## config.mk

```make
export PLATFORM = sky130hd
export DESIGN_NAME = if_stage_flat
export DESIGN_NICKNAME = d
export VERILOG_FILES = /design/src/rtl/if_stage_pkg.sv /design/src/rtl/if_stage_if.sv /design/src/rtl/if_inst_buf.sv /design/src/rtl/if_stage.sv /design/src/flat_wrapper.sv
export SDC_FILE = /design/constraint.sdc
export NUM_CORES = 1
export LEC_CHECK = 0
export ABC_AREA = 1
export ABC_CLOCK_PERIOD_IN_PS = 3900
export CORE_MARGIN = 4
export CORE_UTILIZATION = 50
export CTS_BUF_LIST = sky130_fd_sc_hd__clkbuf_4 sky130_fd_sc_hd__clkbuf_8
export DETAILED_ROUTE_END_ITERATION = 7
export HOLD_SLACK_MARGIN = 0.05
export PLACE_DENSITY = 0.89
export SLEW_MARGIN = 20
export SYNTH_ARGS = -nofsm -noshare
export SYNTH_HDL_FRONTEND = slang
export SYNTH_SLANG_ARGS = --single-unit
```

## constraint.sdc

```tcl
create_clock -name clk -period 3.9 [get_ports clk]
set_clock_uncertainty 0.15 [all_clocks]
set_input_delay 0.39 -clock clk [delete_from_list [all_inputs] [get_ports clk]]
set_output_delay 0.39 -clock clk [all_outputs]
set_load 0.01 [all_outputs]
```

## src/rtl/if_stage_pkg.sv

```systemverilog
// Shared constants and types for the instruction-fetch stage.
// Optional misaligned-fetch (ADEF) check is enabled by defining IF_ADEF_CHECK_EN.
package if_stage_pkg;

    localparam int unsigned PC_W   = 32;
    localparam int unsigned INST_W = 32;

    typedef logic [PC_W-1:0]   pc_t;
    typedef logic [INST_W-1:0] inst_t;

    localparam pc_t   RESET_PC_DEF   = 32'h1c000000;
    localparam inst_t NOP_INST_DEF   = 32'h03400000;
    localparam pc_t   PC_STEP        = 32'd4;

    localparam logic [3:0] SRAM_WE_TIE    = '0;
    localparam inst_t      SRAM_WDATA_TIE = '0;

    function automatic logic pc_misaligned(input pc_t pc);
        return pc[1:0] != 2'b00;
    endfunction

endpackage

```

## src/rtl/if_stage_if.sv

```systemverilog
// Decode handshake, branch redirect and instruction-SRAM bus of the fetch stage.
// fs_adef is present only when IF_ADEF_CHECK_EN is defined.
interface if_stage_if;
    import if_stage_pkg::*;

    logic       br_taken;
    pc_t        br_target;
    logic       out_ready;
    logic       out_valid;
    inst_t      inst_out;
    pc_t        PC_out;
    logic       inst_sram_en;
    logic [3:0] inst_sram_we;
    pc_t        inst_sram_addr;
    inst_t      inst_sram_wdata;
    inst_t      inst_sram_rdata;
`ifdef IF_ADEF_CHECK_EN
    logic       fs_adef;

    modport master (
        input  br_taken, br_target, out_ready, inst_sram_rdata,
        output out_valid, inst_out, PC_out, fs_adef,
        output inst_sram_en, inst_sram_we, inst_sram_addr, inst_sram_wdata
    );

    modport slave (
        output br_taken, br_target, out_ready, inst_sram_rdata,
        input  out_valid, inst_out, PC_out, fs_adef,
        input  inst_sram_en, inst_sram_we, inst_sram_addr, inst_sram_wdata
    );
`else
    modport master (
        input  br_taken, br_target, out_ready, inst_sram_rdata,
        output out_valid, inst_out, PC_out,
        output inst_sram_en, inst_sram_we, inst_sram_addr, inst_sram_wdata
    );

    modport slave (
        output br_taken, br_target, out_ready, inst_sram_rdata,
        input  out_valid, inst_out, PC_out,
        input  inst_sram_en, inst_sram_we, inst_sram_addr, inst_sram_wdata
    );
`endif

endinterface

```

## src/rtl/if_inst_buf.sv

```systemverilog
// One-entry skid register that holds the SRAM read data while decode stalls.
module if_inst_buf
    import if_stage_pkg::*;
(
    input  logic  clk,
    input  logic  resetn,
    input  logic  capture,
    input  logic  clear,
    input  inst_t din,
    output logic  valid,
    output inst_t data
);

    // clear has priority so a kill in the capture cycle leaves nothing behind
    always_ff @(posedge clk) begin
        if (!resetn) begin
            valid <= 1'b0;
            data  <= '0;
        end else if (clear) begin
            valid <= 1'b0;
        end else if (capture) begin
            valid <= 1'b1;
            data  <= din;
        end
    end

endmodule

```

## src/rtl/if_stage.sv

```systemverilog
// Instruction-fetch stage: PC register, next-PC mux, SRAM issue and decode handshake.
// Define IF_ADEF_CHECK_EN to flag misaligned fetches (fs_adef) and freeze until redirect.
module if_stage
    import if_stage_pkg::*;
#(
    parameter pc_t   RESET_PC = RESET_PC_DEF,
    parameter inst_t NOP_INST = NOP_INST_DEF
) (
    input  logic        clk,
    input  logic        resetn,
    if_stage_if.master  bus
);

    logic  resetn_q;
    logic  fs_valid;
    pc_t   fs_pc;
    logic  br_pend;
    pc_t   br_tgt_r;

    pc_t   next_pc;
    logic  allowin;
    logic  stall_kill;
    logic  issue;
    logic  out_valid;
    logic  transfer;

    logic  buf_valid;
    inst_t inst_buf;
    logic  buf_capture;
    logic  buf_clear;

    always_comb begin
        next_pc = fs_pc + PC_STEP;
        if (bus.br_taken) begin
            next_pc = bus.br_target;
        end else if (br_pend) begin
            next_pc = br_tgt_r;
        end
    end

`ifdef IF_ADEF_CHECK_EN
    logic redirect;
    logic adef_r;
    logic fetch_bad;

    assign redirect   = bus.br_taken | br_pend;
    assign fetch_bad  = pc_misaligned(next_pc);
    assign stall_kill = adef_r & ~redirect;
    // the freeze must also hold once the faulting PC has drained to decode
    assign allowin    = (~fs_valid | bus.out_ready) & ~stall_kill;
    assign issue      = resetn_q & allowin;
    assign bus.inst_sram_en = issue & ~fetch_bad;
    assign bus.fs_adef      = out_valid & adef_r;

    always_ff @(posedge clk) begin
        if (!resetn) begin
            adef_r <= 1'b0;
        end else if (issue) begin
            adef_r <= fetch_bad;
        end
    end
`else
    assign stall_kill = 1'b0;
    assign allowin    = ~fs_valid | (bus.out_ready & ~stall_kill);
    assign issue      = resetn_q & allowin;
    assign bus.inst_sram_en = issue;
`endif

    assign bus.inst_sram_addr  = next_pc;
    assign bus.inst_sram_we    = SRAM_WE_TIE;
    assign bus.inst_sram_wdata = SRAM_WDATA_TIE;

    assign out_valid     = fs_valid & ~bus.br_taken;
    assign transfer      = out_valid & bus.out_ready;
    assign bus.out_valid = out_valid;
    assign bus.PC_out    = fs_pc;

    always_comb begin
        bus.inst_out = NOP_INST;
        if (out_valid) begin
            bus.inst_out = buf_valid ? inst_buf : bus.inst_sram_rdata;
`ifdef IF_ADEF_CHECK_EN
            if (adef_r) begin
                bus.inst_out = NOP_INST;
            end
`endif
        end
    end

    assign buf_capture = fs_valid & ~bus.out_ready & ~buf_valid;
    assign buf_clear   = issue | transfer | bus.br_taken;

    if_inst_buf u_inst_buf (
        .clk     (clk),
        .resetn  (resetn),
        .capture (buf_capture),
        .clear   (buf_clear),
        .din     (bus.inst_sram_rdata),
        .valid   (buf_valid),
        .data    (inst_buf)
    );

    always_ff @(posedge clk) begin
        if (!resetn) begin
            resetn_q <= 1'b0;
            fs_valid <= 1'b0;
            fs_pc    <= RESET_PC - PC_STEP;
            br_pend  <= 1'b0;
            br_tgt_r <= '0;
        end else begin
            resetn_q <= 1'b1;
            if (bus.br_taken) begin
                br_tgt_r <= bus.br_target;
            end
            if (issue) begin
                fs_valid <= 1'b1;
                fs_pc    <= next_pc;
                br_pend  <= 1'b0;
            end else begin
                if (transfer || bus.br_taken) begin
                    fs_valid <= 1'b0;
                end
                if (bus.br_taken) begin
                    br_pend <= 1'b1;
                end
            end
        end
    end

endmodule

```

## src/flat_wrapper.sv

```systemverilog
// flat-port wrapper written by rule: the top's interface ports become plain ports
module if_stage_flat import if_stage_pkg::*;
#(
    parameter pc_t   RESET_PC = RESET_PC_DEF,
    parameter inst_t NOP_INST = NOP_INST_DEF
)
  (clk, resetn, bus_br_taken, bus_br_target, bus_out_ready, bus_inst_sram_rdata, bus_out_valid, bus_inst_out, bus_PC_out, bus_inst_sram_en, bus_inst_sram_we, bus_inst_sram_addr, bus_inst_sram_wdata);
  if_stage_if bus_i ();
  input  logic clk;
  input  logic resetn;
  input wire logic [$bits(bus_i.br_taken)-1:0] bus_br_taken;
  input wire logic [$bits(bus_i.br_target)-1:0] bus_br_target;
  input wire logic [$bits(bus_i.out_ready)-1:0] bus_out_ready;
  input wire logic [$bits(bus_i.inst_sram_rdata)-1:0] bus_inst_sram_rdata;
  output wire logic [$bits(bus_i.out_valid)-1:0] bus_out_valid;
  output wire logic [$bits(bus_i.inst_out)-1:0] bus_inst_out;
  output wire logic [$bits(bus_i.PC_out)-1:0] bus_PC_out;
  output wire logic [$bits(bus_i.inst_sram_en)-1:0] bus_inst_sram_en;
  output wire logic [$bits(bus_i.inst_sram_we)-1:0] bus_inst_sram_we;
  output wire logic [$bits(bus_i.inst_sram_addr)-1:0] bus_inst_sram_addr;
  output wire logic [$bits(bus_i.inst_sram_wdata)-1:0] bus_inst_sram_wdata;
  assign bus_i.br_taken = bus_br_taken;
  assign bus_i.br_target = bus_br_target;
  assign bus_i.out_ready = bus_out_ready;
  assign bus_i.inst_sram_rdata = bus_inst_sram_rdata;
  assign bus_out_valid = bus_i.out_valid;
  assign bus_inst_out = bus_i.inst_out;
  assign bus_PC_out = bus_i.PC_out;
  assign bus_inst_sram_en = bus_i.inst_sram_en;
  assign bus_inst_sram_we = bus_i.inst_sram_we;
  assign bus_inst_sram_addr = bus_i.inst_sram_addr;
  assign bus_inst_sram_wdata = bus_i.inst_sram_wdata;
  if_stage #(.RESET_PC(RESET_PC), .NOP_INST(NOP_INST)) u_core (.clk(clk), .resetn(resetn), .bus(bus_i));
endmodule
```

==> flow_summary_export.csv <==
group,metric,value,unit
run_status,outcome,"finished clean",
timing,finalSetupViolCount,0,
critical_path,crit_chain,"ha_1 > nand2_1 > nor2_4 > inv_1 > nor2_2 > nand3b_1 > nand3_1 > nand2_1 > nand2_1 > clkdlybuf4s50_1",
floorplan,pin_count,202,
critical_path,critPathMaxFanout,8,
placed_design,placed_cell_area,7080,µm²
layout,fin_nets,1075,
layout,final_util,67.2,%
timing,slew_headroom,38.0,%
hold_path,worstHoldPathType,"reg2reg",
logic_synthesis,netlist_area,5540,µm²
clocking,post_cts_buffers,0,
layout,fillCellCount,960,
placed_design,gp_congestion,0.920,
detailed_routing,met2_length,7500,µm
timing,hold_viol,0,
floorplan,die_w,113,µm
timing,post-route-min-period,3.29,ns
timing,slew_viol_final,0,
timing,fin_tns_setup,0,ns
critical_path,crit_buf_inv,2,
logic_synthesis,synth-seq-area-share,36.2,%
logic_synthesis,yosysTopAreaCell,"dfxtp_1",
global_routing,overflow,0,
pwr,cellPowerDensity,356,nW/µm²
pwr,leakage,0.00323,µW
logic_synthesis,async_flop_share,0,%
logic_synthesis,synth_edf_count,0,
detailed_routing,wl_per_cell,13.9,µm
global_routing,grtUsageTotal,24.0,%
logic_synthesis,synthSimpleGateAreaFrac,27.3,%
critical_path,slowest_stage,"clkdlybuf4s50_1",
job,drv_cap,0,
placed_design,port_buffers,165,
placed_design,dp_hpwl,11700,µm
critical_path,endpoint_kind,"output port",
critical_path,crit_family,"simple AND/OR/NAND/NOR gates",
detailed_routing,num_vias,5951,
detailed_routing,drt_pre_antenna_iters,5,
logic_synthesis,ys.flop_type,"dfxtp_1",
detailed_routing,wl_met3,1560,µm
logic_synthesis,synth_compound_area_share,21.0,%
logic_synthesis,synthXorXnorAreaFrac,0.316,%
pwr,p_switching,864,µW
logic_synthesis,ys_top_cells_by_count,"247 x nand2_1, 107 x o21ai_0, 100 x dfxtp_1, 90 x a21oi_1, 88 x inv_1",
timing,worstMarginPinSlew,0.927,ns
logic_synthesis,muxShareOfSynthArea,0,%
logic_synthesis,synth_seq_cells,100,
logic_synthesis,synth_area_leaders,"dfxtp_1 36%, nand2_1 17%, o21ai_0 9.7%, a21oi_1 8.1%, inv_1 6.0%",
floorplan,coreArea,10800,µm²
timing,rsz0062_at_grt,"false",
layout,diodes,0,
detailed_routing,avgViaCountPerCell,5.17,
pwr,combPwrFrac,29.5,%
detailed_routing,maxUsedRoutingLayer,"met4",
clocking,clock_path_buffers,2,
timing,fmax,304,MHz
global_routing,grt_max_degree,61,
floorplan,die_area,12800,µm²
global_routing,antenna_found_initial,0,
global_routing,grt_pass1_vias,5383,
pwr,cell_internal_pwr,1730,µW
critical_path,max_stage_delay,0.54,ns
clocking,htree_levels,3,
floorplan,initial_core_util,51.1,%
global_routing,grt_first_pass_wirelength,25500,µm
critical_path,start_kind,"register",
layout,final_area,7280,µm²
layout,area_delta_synth_final,31.6,%
detailed_routing,wl,16000,µm
clocking,hold_buffers,0,
clocking,clkTransAtPathRegs,0.10,ns
clocking,cts_resized,0,
detailed_routing,ant_nets,0,
logic_synthesis,synth_most_common_cell,"nand2_1",
logic_synthesis,yosysWarningCount,0,
logic_synthesis,synth_top_area_share,36.2,%
pwr,switching_share,33.3,%
detailed_routing,drc,0,
pwr,pwr-share-clk,26.7,%
detailed_routing,drtIter0Drc,395,
floorplan,rows,38,
clocking,cts-root-buf,"clkbuf_8",
clocking,clock_latency,0.37,ns
critical_path,arrival,2.75,ns
critical_path,worst-setup-path-type,"reg2out",
layout,layout-drive-gt1-share,4.35,%
logic_synthesis,synth_top_family_by_area,"simple AND/OR/NAND/NOR gates",
detailed_routing,met1_length,6550,µm
critical_path,required,3.36,ns
pwr,ir_worst_vdd,0.183,mV
clocking,cts_tree,"done",
logic_synthesis,synthAdderAreaFrac,0.226,%
timing,whs,0.305,ns
logic_synthesis,postSynthCellCount,866,
floorplan,fp.dieH,113,µm
pwr,seqPwrFrac,43.8,%
clocking,cts.sinks,100,
critical_path,cpMostUsedCell,"nand2_1",
logic_synthesis,postSynthAreaPerCell,6.39,µm²
clocking,numCtsBuffers,9,
logic_synthesis,synthDistinctLibCells,32,
timing,fin_crit_sh,84.4,%
cell usage in the layout, fill, tap and decap left out, types with 6 or more instances in the layout:
| cell | count |
|---|---|
| a21oi_1 | 90 |
| buf_4 | 10 |
| clkbuf_8 | 9 |
| clkdlybuf4s50_1 | 164 |
| conb_1 | 36 |
| dfxtp_1 | 100 |
| inv_1 | 88 |
| nand2_1 | 247 |
| nand3_1 | 41 |
| nand3b_1 | 6 |
| nor2_1 | 56 |
| o21ai_0 | 107 |
| o21ai_1 | 6 |
logic make-up (layout without fill, tap and decap cells):
| logic type | after synthesis | count (layout) |
|---|---|---|
| XOR/XNOR | 2 | 2 |
| buffers and inverters | 172 | 282 |
| AO/OA/AOI/OAI | 223 | 223 |
| adder cells (fa/ha/maj) | 1 | 1 |
| flip-flops | 100 | 100 |
| AND/OR/NAND/NOR | 367 | 367 |
| other | 1 | 36 |
sequential cells by signal, indices dropped and copies added, names as in the netlist:
register	cells
u_core.u_inst_buf.data	32
u_core.br_pend	1
u_core.bus.PC_out	32
u_core.fs_valid	1
u_core.resetn_q	1
u_core.u_inst_buf.valid	1
u_core.br_tgt_r	32
per-layer routing:
| layer | vias up | global-route usage [%] |
|---|---|---|
| met4 | 0 | 8.41 |
| met1 | 2658 | 29.8 |
| li1 | 2999 | - |
| met2 | 262 | 39.8 |
| met3 | 32 | 6.79 |
| met5 | - | 0 |
through the flow:
step           cells  total power, µW  setup WS, ns
2_1_floorplan    901             1600          1.83
3_3_place_gp    1135             1900          1.05
3_5_place_dp    1135             1910          1.05
4_1_cts         1151             2590         0.618
5_1_grt         1151             2730         0.408
6_report        1151             2590         0.608
tightest hold or removal path, cell delays in order (launching register included):
cell	delay, ns
dfxtp_1	0.31
inv_1	0.06
a21oi_1	0.05
power by group through the flow:
stage               combinational, µW  sequential, µW  clock (µW)
floorplan                         442            1150           0
CTS                               761            1130         697
detailed placement                755            1160           0
global placement                  746            1160           0
finish                            764            1140         691
global route                      845            1140         741
worst paths after layout:
path	from	end	slack [ns]	depth (start not counted)
setup / recovery	u_core.bus.PC_out[2]	bus_inst_sram_addr[30]	0.61	10
hold / removal	u_core.u_inst_buf.data[13]	u_core.u_inst_buf.data[13]	0.31	2
setup reg to reg	u_core.fs_valid	u_core.u_inst_buf.data[14]	1.34	7
hold reg to reg	u_core.u_inst_buf.data[13]	u_core.u_inst_buf.data[13]	0.31	2
cell type report:
class | instances | area (µm²) | share of cell area [%]
multi-input combinational | 629 | 2840 | 39.0
inverter | 91 | 342 | 4.69
clock buffer | 11 | 139 | 1.91
clock inverter | 5 | 61.3 | 0.842
sequential | 100 | 2000 | 27.5
tap | 140 | 175 | 2.41
timing repair buffer | 175 | 1720 | 23.6
No activity file was read; power rests on OpenSTA's default activity.
